File: src/rtl/Types.sv
// Shared datapath types for the ray pipeline.
// Provides the fixed-point word width macros (WIDTH, Q_BITS) and the
// TaggedDirection record: a signed per-axis direction plus an opaque tag.
`ifndef WIDTH
`define WIDTH 32
`endif
`ifndef Q_BITS
`define Q_BITS 16
`endif

package types_pkg;
  typedef struct packed {
    logic signed [`WIDTH-1:0] x;
    logic signed [`WIDTH-1:0] y;
    logic signed [`WIDTH-1:0] z;
    logic [47:0]              tag;
  } TaggedDirection;
endpackage

File: src/rtl/t_calc_arb_pkg.sv
// Types shared by t_calc_arbiter and its users: requester id, default
// response FIFO depth and the packed response FIFO entry.
package t_calc_arb_pkg;
  import types_pkg::*;

  localparam int RSP_DEPTH_DEFAULT = 2;
  localparam int REQ_ID_W          = 3;  // enough for up to 8 requesters

  typedef logic [REQ_ID_W-1:0] req_id_t;

  typedef struct packed {
    TaggedDirection td;
    req_id_t        id;
  } rsp_entry_t;
endpackage

File: src/rtl/rr_arbiter.sv
// Generic round-robin picker.
// Ports: req   - request vector
//        en    - allow a grant this cycle
//        ptr   - highest-priority index (searched first, wraps)
//        gnt   - one-hot grant (zero when disabled or idle)
//        idx   - granted index; equals ptr when nothing is granted
module rr_arbiter #(
  parameter int NUM_REQ = 4,
  localparam int IW     = $clog2(NUM_REQ)
) (
  input  logic [NUM_REQ-1:0] req,
  input  logic               en,
  input  logic [IW-1:0]      ptr,
  output logic [NUM_REQ-1:0] gnt,
  output logic [IW-1:0]      idx
);
  logic          found;
  logic [IW-1:0] k;

  always_comb begin
    gnt   = '0;
    idx   = ptr;
    found = 1'b0;
    k     = ptr;
    for (int i = 0; i < NUM_REQ; i++) begin
      k = IW'((int'(ptr) + i) % NUM_REQ);
      if (en && !found && req[k]) begin
        found  = 1'b1;
        gnt[k] = 1'b1;
        idx    = k;
      end
    end
  end
endmodule

File: src/rtl/t_calc_arbiter.sv
// Round-robin front end sharing one single-cycle t_calc multiplier among
// NUM_REQ requesters, with a credit-guarded response FIFO.
// Ports: clk/rst_n           - clock, async active-low reset
//        req_valid/req_ready - per-requester handshake (ready is one-hot)
//        req_dir/tx/ty/tz    - per-requester operands
//        mul_start/dir/tx..  - issue to t_calc
//        mul_valid/mul_td    - result from t_calc (one cycle after start)
//        rsp_valid/ready/td/id - shared response port (FIFO head)
// Optional: T_CALC_ARB_STATS_EN adds grant_cnt[] and stall_cnt counters.
module t_calc_arbiter
  import types_pkg::*, t_calc_arb_pkg::*;
#(
  parameter int NUM_REQ   = 4,
  parameter int WIDTH     = `WIDTH,
  parameter int Q_BITS    = `Q_BITS,
  parameter int TAG_SIZE  = 48,
  parameter int RSP_DEPTH = RSP_DEPTH_DEFAULT
) (
  input  logic                                 clk,
  input  logic                                 rst_n,
  input  logic [NUM_REQ-1:0]                   req_valid,
  output logic [NUM_REQ-1:0]                   req_ready,
  input  TaggedDirection [NUM_REQ-1:0]         req_dir,
  input  logic signed [NUM_REQ-1:0][WIDTH-1:0] req_tx,
  input  logic signed [NUM_REQ-1:0][WIDTH-1:0] req_ty,
  input  logic signed [NUM_REQ-1:0][WIDTH-1:0] req_tz,
  output logic                                 mul_start,
  output TaggedDirection                       mul_dir,
  output logic signed [WIDTH-1:0]              mul_tx,
  output logic signed [WIDTH-1:0]              mul_ty,
  output logic signed [WIDTH-1:0]              mul_tz,
  input  logic                                 mul_valid,
  input  TaggedDirection                       mul_td,
  output logic                                 rsp_valid,
  input  logic                                 rsp_ready,
  output TaggedDirection                       rsp_td,
  output logic [$clog2(NUM_REQ)-1:0]           rsp_id
`ifdef T_CALC_ARB_STATS_EN
  ,
  output logic [NUM_REQ-1:0][31:0]             grant_cnt,
  output logic [31:0]                          stall_cnt
`endif
);
  localparam int IW = $clog2(NUM_REQ);
  localparam int PW = $clog2(RSP_DEPTH);
  localparam int CW = $clog2(RSP_DEPTH + 1);
  localparam bit CFG_OK = (WIDTH == `WIDTH) && (TAG_SIZE == 48) &&
                          (Q_BITS >= 0) && (Q_BITS < WIDTH) &&
                          (RSP_DEPTH >= 2) && (NUM_REQ >= 2) && (NUM_REQ <= 8);

  logic [IW-1:0]      rr_ptr, g_idx;
  logic [NUM_REQ-1:0] gnt;
  logic               inflight, arm, eligible, pop, push;
  logic [CW-1:0]      fifo_cnt;
  logic [CW:0]        used;
  logic [PW-1:0]      wr_ptr, rd_ptr;
  req_id_t            id_q;
  rsp_entry_t         mem [RSP_DEPTH];
  rsp_entry_t         head;

  // Credits: FIFO slots already taken plus the result still in t_calc,
  // minus the slot being freed by this cycle's pop.
  assign pop      = rsp_valid && rsp_ready;
  assign used     = {1'b0, fifo_cnt} + (CW+1)'(inflight) - (CW+1)'(pop);
  assign eligible = |req_valid && (used < (CW+1)'(RSP_DEPTH));

  rr_arbiter #(.NUM_REQ(NUM_REQ)) u_arb (
    .req (req_valid),
    .en  (eligible),
    .ptr (rr_ptr),
    .gnt (gnt),
    .idx (g_idx)
  );

  // Operands follow g_idx, which rests on rr_ptr when idle, so they stay X-free.
  assign req_ready = gnt;
  assign mul_start = |gnt;
  assign mul_dir   = req_dir[g_idx];
  assign mul_tx    = req_tx[g_idx];
  assign mul_ty    = req_ty[g_idx];
  assign mul_tz    = req_tz[g_idx];

  // Only results of an issue made since reset release are captured.
  assign push      = mul_valid && inflight;
  assign head      = mem[rd_ptr];
  assign rsp_valid = (fifo_cnt != '0);
  assign rsp_td    = head.td;
  assign rsp_id    = head.id[IW-1:0];

  always_ff @(posedge clk or negedge rst_n) begin
    if (!rst_n) begin
      rr_ptr   <= '0;
      inflight <= 1'b0;
      arm      <= 1'b0;
      id_q     <= '0;
      fifo_cnt <= '0;
      wr_ptr   <= '0;
      rd_ptr   <= '0;
      for (int i = 0; i < RSP_DEPTH; i++) mem[i] <= '0;
    end else begin
      arm      <= 1'b1;
      inflight <= mul_start;
      if (mul_start) begin
        rr_ptr <= (g_idx == IW'(NUM_REQ-1)) ? '0 : g_idx + 1'b1;
        id_q   <= req_id_t'(g_idx);
      end
      if (push) begin
        mem[wr_ptr] <= '{td: mul_td, id: id_q};
        wr_ptr      <= (wr_ptr == PW'(RSP_DEPTH-1)) ? '0 : wr_ptr + 1'b1;
      end
      if (pop) rd_ptr <= (rd_ptr == PW'(RSP_DEPTH-1)) ? '0 : rd_ptr + 1'b1;
      fifo_cnt <= fifo_cnt + CW'(push) - CW'(pop);
    end
  end

`ifdef T_CALC_ARB_STATS_EN
  always_ff @(posedge clk or negedge rst_n) begin
    if (!rst_n) begin
      grant_cnt <= '0;
      stall_cnt <= '0;
    end else begin
      for (int i = 0; i < NUM_REQ; i++)
        if (gnt[i] && grant_cnt[i] != '1) grant_cnt[i] <= grant_cnt[i] + 1'b1;
      if (|req_valid && !eligible && stall_cnt != '1) stall_cnt <= stall_cnt + 1'b1;
    end
  end
`endif

  a_cfg:      assert property (@(posedge clk) CFG_OK);
  a_no_ovf:   assert property (@(posedge clk) disable iff (!rst_n)
                push |-> (fifo_cnt < CW'(RSP_DEPTH)) || pop);
  a_no_stray: assert property (@(posedge clk) disable iff (!rst_n)
                (mul_valid && arm) |-> inflight);
  a_id_range: assert property (@(posedge clk) disable iff (!rst_n)
                rsp_valid |-> (int'(head.id) < NUM_REQ));
endmodule

File: config.mk
export PLATFORM = sky130hd
export DESIGN_NAME = t_calc_arbiter
export DESIGN_NICKNAME = d
export VERILOG_FILES = /design/src/rtl/Types.sv /design/src/rtl/t_calc_arb_pkg.sv /design/src/rtl/rr_arbiter.sv /design/src/rtl/t_calc_arbiter.sv
export SDC_FILE = /design/constraint.sdc
export NUM_CORES = 1
export LEC_CHECK = 0
export BUFFER_PORTS_ARGS = -buffer_cell sky130_fd_sc_hd__buf_2
export CORE_AREA = 2 2 591 593
export DETAILED_ROUTE_END_ITERATION = 8
export DIE_AREA = 0 0 593 595
export SLEW_MARGIN = 5
export SYNTH_ARGS = -nofsm -noshare
export SYNTH_HDL_FRONTEND = slang
export SYNTH_SLANG_ARGS = --single-unit
File: constraint.sdc
create_clock -name clk -period 6.71 [get_ports clk]
set_clock_uncertainty 0.2 [all_clocks]
set_input_delay 0.3355 -clock clk [delete_from_list [all_inputs] [get_ports clk]]
set_output_delay 0.3355 -clock clk [all_outputs]
set_load 0.05 [all_outputs]
== Yosys cells after proc, flatten, opt, wreduce, memory -nomap -nowiden ==
Index checks and enable logic that the tools add are counted.

* Register bits after elaboration: 303
* Input bits: 1112
* Output and inout bits: 392

* $add $sub $neg: 10
* Order comparisons: 13
* Eq/ne operators: 1
* Multiplexer cells: 43
* Bitwise operators: 5
* Reduce and logical (&&, ||, !) cells: 21

{| class="wikitable"
|+ Operators by type and width
! operator !! number
|-
| two-way mux 147 bit || 4
|-
| bitwise mux 294 bit || 1
|-
| binary-select mux 144 bit (select 2 bit) || 1
|-
| binary-select mux 32 bit (select 2 bit) || 3
|-
| demux 147 bit (select 1 bit) || 1
|-
| two-way mux 144 bit || 1
|-
| two-way mux 32 bit || 3
|-
| two-way mux 4 bit || 4
|-
| logical AND 1 bit || 15
|-
| < comparator 2 x 3 -> 1 bit, second input constant || 5
|-
| two-way mux 1 bit || 13
|-
| OR 4 bit || 3
|-
| binary-select mux 1 bit (select 2 bit) || 4
|-
| demux 1 bit (select 2 bit) || 4
|-
| >= comparator 2 x 1 -> 1 bit, second input constant || 4
|-
| two-way mux 2 bit || 4
|-
| OR reduction 4 bit || 2
|-
| adder 2 x 1 -> 2 bit, second input constant || 2
|-
| adder 2 bit, second input constant || 2
|-
| >= comparator 2 bit, second input constant || 2
|-
| NOT 1 -> 2 bit || 2
|-
| adder 2 x 1 -> 3 bit || 1
|-
| zero test 1 bit || 3
|-
| < comparator 3 x 2 -> 1 bit, second input constant || 1
|-
| 7 further kinds || 8
|}

== Longest topological paths before layout ==
* Depth in word-level cells: 21
* Mapped depth: 15
* Gate-level depth less buffers: 13

== Modules after synthesis ==
From an unflattened synthesis, not the netlist that was laid out.

* Cells, all modules: 1158
* Area total of the unflattened synthesis: 19198.4 um^2

{| class="wikitable"
|+ By module, submodules not included
! module !! instances !! cells each !! area an instance (um^2) !! seq. area each (um^2)
|-
| t_calc_arbiter || 1 || 1109 || 18754.2 || 7532.2
|-
| rr_arbiter || 1 || 49 || 444.2 || 0.0
|}

== Least setup slack after synthesis ==
No wires, ideal clock.

* Path type: register to output
* Start point: register fifo_cnt[1]
* End point: output mul_dir[100] (netlist bit)
* Data arrival time: 3864 ps
* Required time: 6174 ps
* Path slack: 2311 ps
* Stages on the path, launching flop included: 15
* Buffers on the path: 2
* Cell sequence: dfrtp_1 > inv_1 > nand2_1 > and2_1 > ha_1 > inv_1 > nand2_1 > fa_1 > xnor2_1 > nand2_1 > a31oi_2 > xnor2_2 > clkbuf_1 > buf_2 > mux4_2

{| class="wikitable"
|+ RTL lines
! what !! line !! RTL
|-
| from (decl) || t_calc_arbiter.sv:54 || <nowiki>logic [CW-1:0] fifo_cnt;</nowiki>
|-
| from (signal assigned) || t_calc_arbiter.sv:112 || <nowiki>fifo_cnt <= fifo_cnt + CW'(push) - CW'(pop);</nowiki>
|-
| to (decl) || t_calc_arbiter.sv:28 || <nowiki>output TaggedDirection mul_dir,</nowiki>
|}

== Final worst setup path ==
* Start point: register rr_ptr[0]
* End point: output mul_tx[27]

* Word-level cells in the longest chain between the ends: 18
* Elaborated cells between the ends (all ways): 29

{| class="wikitable"
|+ Ends and longest elaborated chain
! what !! line !! RTL
|-
| from (decl) || t_calc_arbiter.sv:51 || <nowiki>logic [IW-1:0] rr_ptr, g_idx;</nowiki>
|-
| from (signal assigned) || t_calc_arbiter.sv:104 || <nowiki>rr_ptr <= (g_idx == IW'(NUM_REQ-1)) ? '0 : g_idx + 1'b1;</nowiki>
|-
| binary-select mux 1 bit (select 2 bit) || rr_arbiter.sv:27 || <nowiki>if (en && !found && req[k]) begin</nowiki>
|-
| two-way mux 1 bit (implied by the code) || rr_arbiter.sv:27 ||
|-
| logical AND 1 bit || rr_arbiter.sv:27 ||
|-
| two-way mux 1 bit || rr_arbiter.sv:27 ||
|-
| zero test 1 bit || rr_arbiter.sv:27 ||
|-
| logical AND 1 bit (2 in a row) || rr_arbiter.sv:27 ||
|-
| two-way mux 1 bit || rr_arbiter.sv:27 ||
|-
| zero test 1 bit || rr_arbiter.sv:27 ||
|-
| logical AND 1 bit (2 in a row) || rr_arbiter.sv:27 ||
|-
| two-way mux 1 bit || rr_arbiter.sv:27 ||
|-
| zero test 1 bit || rr_arbiter.sv:27 ||
|-
| logical AND 1 bit (2 in a row) || rr_arbiter.sv:27 ||
|-
| two-way mux 2 bit (*) || rr_arbiter.sv:27 ||
|-
| binary-select mux 32 bit (select 2 bit) (*) || t_calc_arbiter.sv:79 || <nowiki>assign mul_tx = req_tx[g_idx];</nowiki>
|-
| two-way mux 32 bit (implied by the code) (*) || t_calc_arbiter.sv:79 ||
|-
| to (decl) || t_calc_arbiter.sv:29 || <nowiki>output logic signed [WIDTH-1:0] mul_tx,</nowiki>
|}

Mark *: on every way between the ends. The rest lies on a longest branch, timed or not. The select of a mux whose other input is x is not followed.

==> impl_results.md <==
- Critical Path Source Type: flip-flop
- Post-CTS Hold Fix Bufs: 146
- Fraction of post-synthesis cell area in the top cell type by area: 39.3%
- Routability-driven placement congestion ratio: 1.01
- Final Slew Violations: 0
- Via Count: 23000
- Power density over the cells: 778 nW/um2
- Overall overflow remaining after global route: 0
- Post-route fraction of the period consumed by the critical path: 85.4%
- HP Class: in2async
- Die H: 595 um
- Post-detailed-placement half-perimeter wirelength: 303000 um
- M1 wire length: 87900 um
- Core Region: 347000 um2
- Count of buffers inserted at the top-level ports: 1503
- Required time of the critical path: 6.17 ns
- TritonCTS clock tree: built
- Number of antenna violations at the first check in global routing: 594
- Number of gates resized after CTS: 0
- Critical Path End: mul_tx[27]
- Sw Ratio: 64.0%
- R2R Path Start: rr_ptr[0]
- Share of cells above drive strength 1: 80.8%
- Share of power burned in the clock network: 7.9%
- Seq/Total Area, Yosys: 39.3%
- Clock input transition at the sequential cells of the worst setup and hold paths: 0.07 ns
- Fraction of registers with async set or reset after synthesis: 100%
- Die extent in x: 593 um
- Number of distinct standard cells referenced by the synthesized netlist: 42
- Number of nets with antenna violations after routing: 0
- EDFF count, synth: 0
- Vias in the first global route: 21400
- Synth area leaders: sky130_fd_sc_hd__dfrtp_1, sky130_fd_sc_hd__mux4_2, sky130_fd_sc_hd__mux2_2
- Length of the first detailed-routing pass in iterations: 6
- Final number of hold-violating endpoints: 0
- Met2 Wirelength: 176000 um
- Post-CTS Setup Repair Bufs: 0
- Number of warning messages in the yosys log: 0
- Worst setup path startpoint: rr_ptr[0]
- Clock latency on the worst-skew pair: 0.61 ns
- Ports: 1504
- Initial cell density of the core: 5.52%
- Area of the mapped netlist: 19200 um2
- Largest area contributor in the synthesized netlist: sky130_fd_sc_hd__dfrtp_1
- Number of violations of the max-capacitance limit: 0
- Worst Max-Slew Pin Slew: 1.09 ns
- Worst R2R End: id_q[1]
- Sequential group share of total power: 11.3%
- Run status: finished, final reports clean
- # setup viols final: 0
- Overall routed net length: 328000 um
- Number of buffers inserted during clock tree synthesis: 36
- Combinational power share: 80.9%
- Count of clock tree sinks: 301
- Cells after Synth: 1175
- Dominant synthesized flop cell: sky130_fd_sc_hd__dfrtp_1
- Maximum number of pins on one net before global-route repair: 170
- Share of the core filled with cells: 10.3%
- Via-per-instance ratio: 2.96
- Worst-case vdd ir drop: 532 uV
- Syn nets: 2295
- Internal power summed over all cells: 10.0 mW
- Largest driver fanout on the critical path: 31
- Synthesized flop and latch total: 301
- Total routing usage reported by global routing: 17.9%
- Net switching power: 17.9 mW
- Die area: 353000 um2
- CTS Root Cell: sky130_fd_sc_hd__clkbuf_16
- Category of the most critical setup path: reg2out
- Relative max-transition margin: 27.2%
- Area growth from synthesis to layout: 87.1%
- RSZ-0062 raised after global routing: no
- Met3 Routed Length: 39500 um
- FMAX: 0.174 GHz
- Endpoint arrival time on the critical path: 5.20 ns
- Clock H-tree levels: 2
- Total number of nets in the final design: 3898
- Post-layout min period: 5.73 ns
- Iteration-0 DRC count of the detailed router: 1761
- Wire length of the first global-routing pass: 371000 um
- Static leakage power: 14.8 nW
- Reg2reg setup slack: 2.66 ns
- Top routing layer used: met5
- Wirelength per Cell: 42.2 um
- Deepest clock path buffer count: 3
- Mean Syn Cell Area: 16.3 um2
- Post-route setup TNS: 0 ns
- Count of standard-cell rows: 217
- Number of remaining DRC errors: 0
- Reg2Reg Depth: 9
- Kind of end point of the critical path: output pin
## sequential cells by signal (all words and copies together) (netlist names)
signal    count
fifo_cnt      2
id_q          2
mem         292
rr_ptr        2
inflight      1
wr_ptr        1
rd_ptr        1
## cell usage in the layout, fill, tap and decap left out, types with 2 or more instances in the layout
master / instances
sky130_fd_sc_hd__buf_2: 1502
sky130_fd_sc_hd__mux2_2: 439
sky130_fd_sc_hd__diode_2: 372
sky130_fd_sc_hd__dfrtp_1: 300
sky130_fd_sc_hd__mux4_2: 243
sky130_fd_sc_hd__dlygate4sd3_1: 146
sky130_fd_sc_hd__clkbuf_16: 36
sky130_fd_sc_hd__nand2_1: 13
sky130_fd_sc_hd__buf_12: 12
sky130_fd_sc_hd__inv_1: 11
sky130_fd_sc_hd__clkbuf_1: 10
sky130_fd_sc_hd__buf_4: 8
sky130_fd_sc_hd__ha_1: 7
sky130_fd_sc_hd__nor2_1: 6
sky130_fd_sc_hd__clkbuf_8: 6
sky130_fd_sc_hd__bufinv_16: 6
sky130_fd_sc_hd__o21ai_0: 5
sky130_fd_sc_hd__nor3_1: 3
sky130_fd_sc_hd__mux2i_1: 3
sky130_fd_sc_hd__xor2_1: 3
sky130_fd_sc_hd__and2_1: 2
sky130_fd_sc_hd__nor3b_1: 2
sky130_fd_sc_hd__and3b_1: 2
sky130_fd_sc_hd__nand2b_1: 2
sky130_fd_sc_hd__nor4_1: 2
sky130_fd_sc_hd__o31a_1: 2
sky130_fd_sc_hd__o221ai_1: 2
sky130_fd_sc_hd__a22o_1: 2
sky130_fd_sc_hd__a22oi_1: 2
sky130_fd_sc_hd__inv_6: 2
sky130_fd_sc_hd__clkinv_2: 2
## worst max-delay path: stages, from the launching register on
cell	delay, ns
sky130_fd_sc_hd__dfrtp_1	0.76
sky130_fd_sc_hd__inv_1	0.23
sky130_fd_sc_hd__ha_1	0.49
sky130_fd_sc_hd__mux4_2	0.41
sky130_fd_sc_hd__or4_1	0.50
sky130_fd_sc_hd__a31oi_1	0.17
sky130_fd_sc_hd__o21ba_2	0.22
sky130_fd_sc_hd__nor2_8	0.34
sky130_fd_sc_hd__buf_4	0.56
sky130_fd_sc_hd__mux4_2	0.54
sky130_fd_sc_hd__buf_2	0.27
## kinds of logic after synthesis
kind of cell	synth area share [%]
AOI/OAI and AO/OA	0.869
xor gates and xnor gates	0.268
adders and majority gates	0.562
buffers and inverters	3.31
DFF	39.3
muxes	54.5
and+or+nand+nor	1.12
## through the flow
step / hold slack [ns] / setup WS (ns) / total power, mW / instance area (um2) / cells
after floorplan: -0.160 / 2.31 / 17.8 / 19200 / 1175
after global placement: 0.147 / 1.65 / 25.8 / 32200 / 7193
after detailed placement: 0.142 / 1.60 / 25.9 / 32200 / 7193
after CTS: 0.0414 / 0.898 / 28.3 / 34900 / 7404
after global routing: 0.106 / 0.685 / 29.1 / 35600 / 7689
final: 0.104 / 0.976 / 27.9 / 35800 / 7776
## cell usage after synthesis (all sizes together) (2+ instances only)
cell type and count:
nand2b 3, and3b 2, o21ai 5, inv 11
clkbuf 52, and2 3, mux4 243, nor2 7
o31a 2, mux2 439, ha 7, nor4 2
mux2i 3, nand2 14, xor2 3, o221ai 2
dfrtp 301, a22o 2, xnor2 2, a31oi 2
buf 52, nor3 3, a22oi 2, nor3b 2
## how the worst min path moves through the flow
stage	start	endpoint	slack (ns)	depth (start not counted)
5_1_grt	rst_n	mem[205]	0.11	2
6_report	rst_n	mem[205]	0.10	2
3_5_place_dp	rst_n	mem[47]	0.14	1
3_3_place_gp	rst_n	mem[47]	0.15	1
2_1_floorplan	rst_n	fifo_cnt[0]	-0.16	0
4_1_cts	rst_n	mem[59]	0.04	2
## cell type report
type	instances	area [um2]
clock buffer	52	1020
antenna	372	931
inverter	11	41.3
multi-input combinational	759	11000
sequential	301	7540
timing repair buffer	1669	9290
fill	40100	311000
clock inverter	13	253
tap	4599	5750
## power by group through the flow
stage	Sequential (mW)	Clock (mW)	Combinational (mW)
final	3.14	2.20	22.5
after detailed placement	3.17	0	22.8
after global routing	3.26	2.34	23.5
after floorplan	3.01	0	14.8
after global placement	3.13	0	22.7
after CTS	3.14	2.28	22.9
## metal layers
| metal | vias to the layer above | track usage (%) |
|---|---|---|
| met1 | 11100 | 13.9 |
| li1 | 8360 | - |
| met4 | 72 | 10.3 |
| met2 | 2368 | 34.6 |
| met5 | - | 0 |
| met3 | 1185 | 9.15 |
No activity file was read; power rests on OpenSTA's default activity.
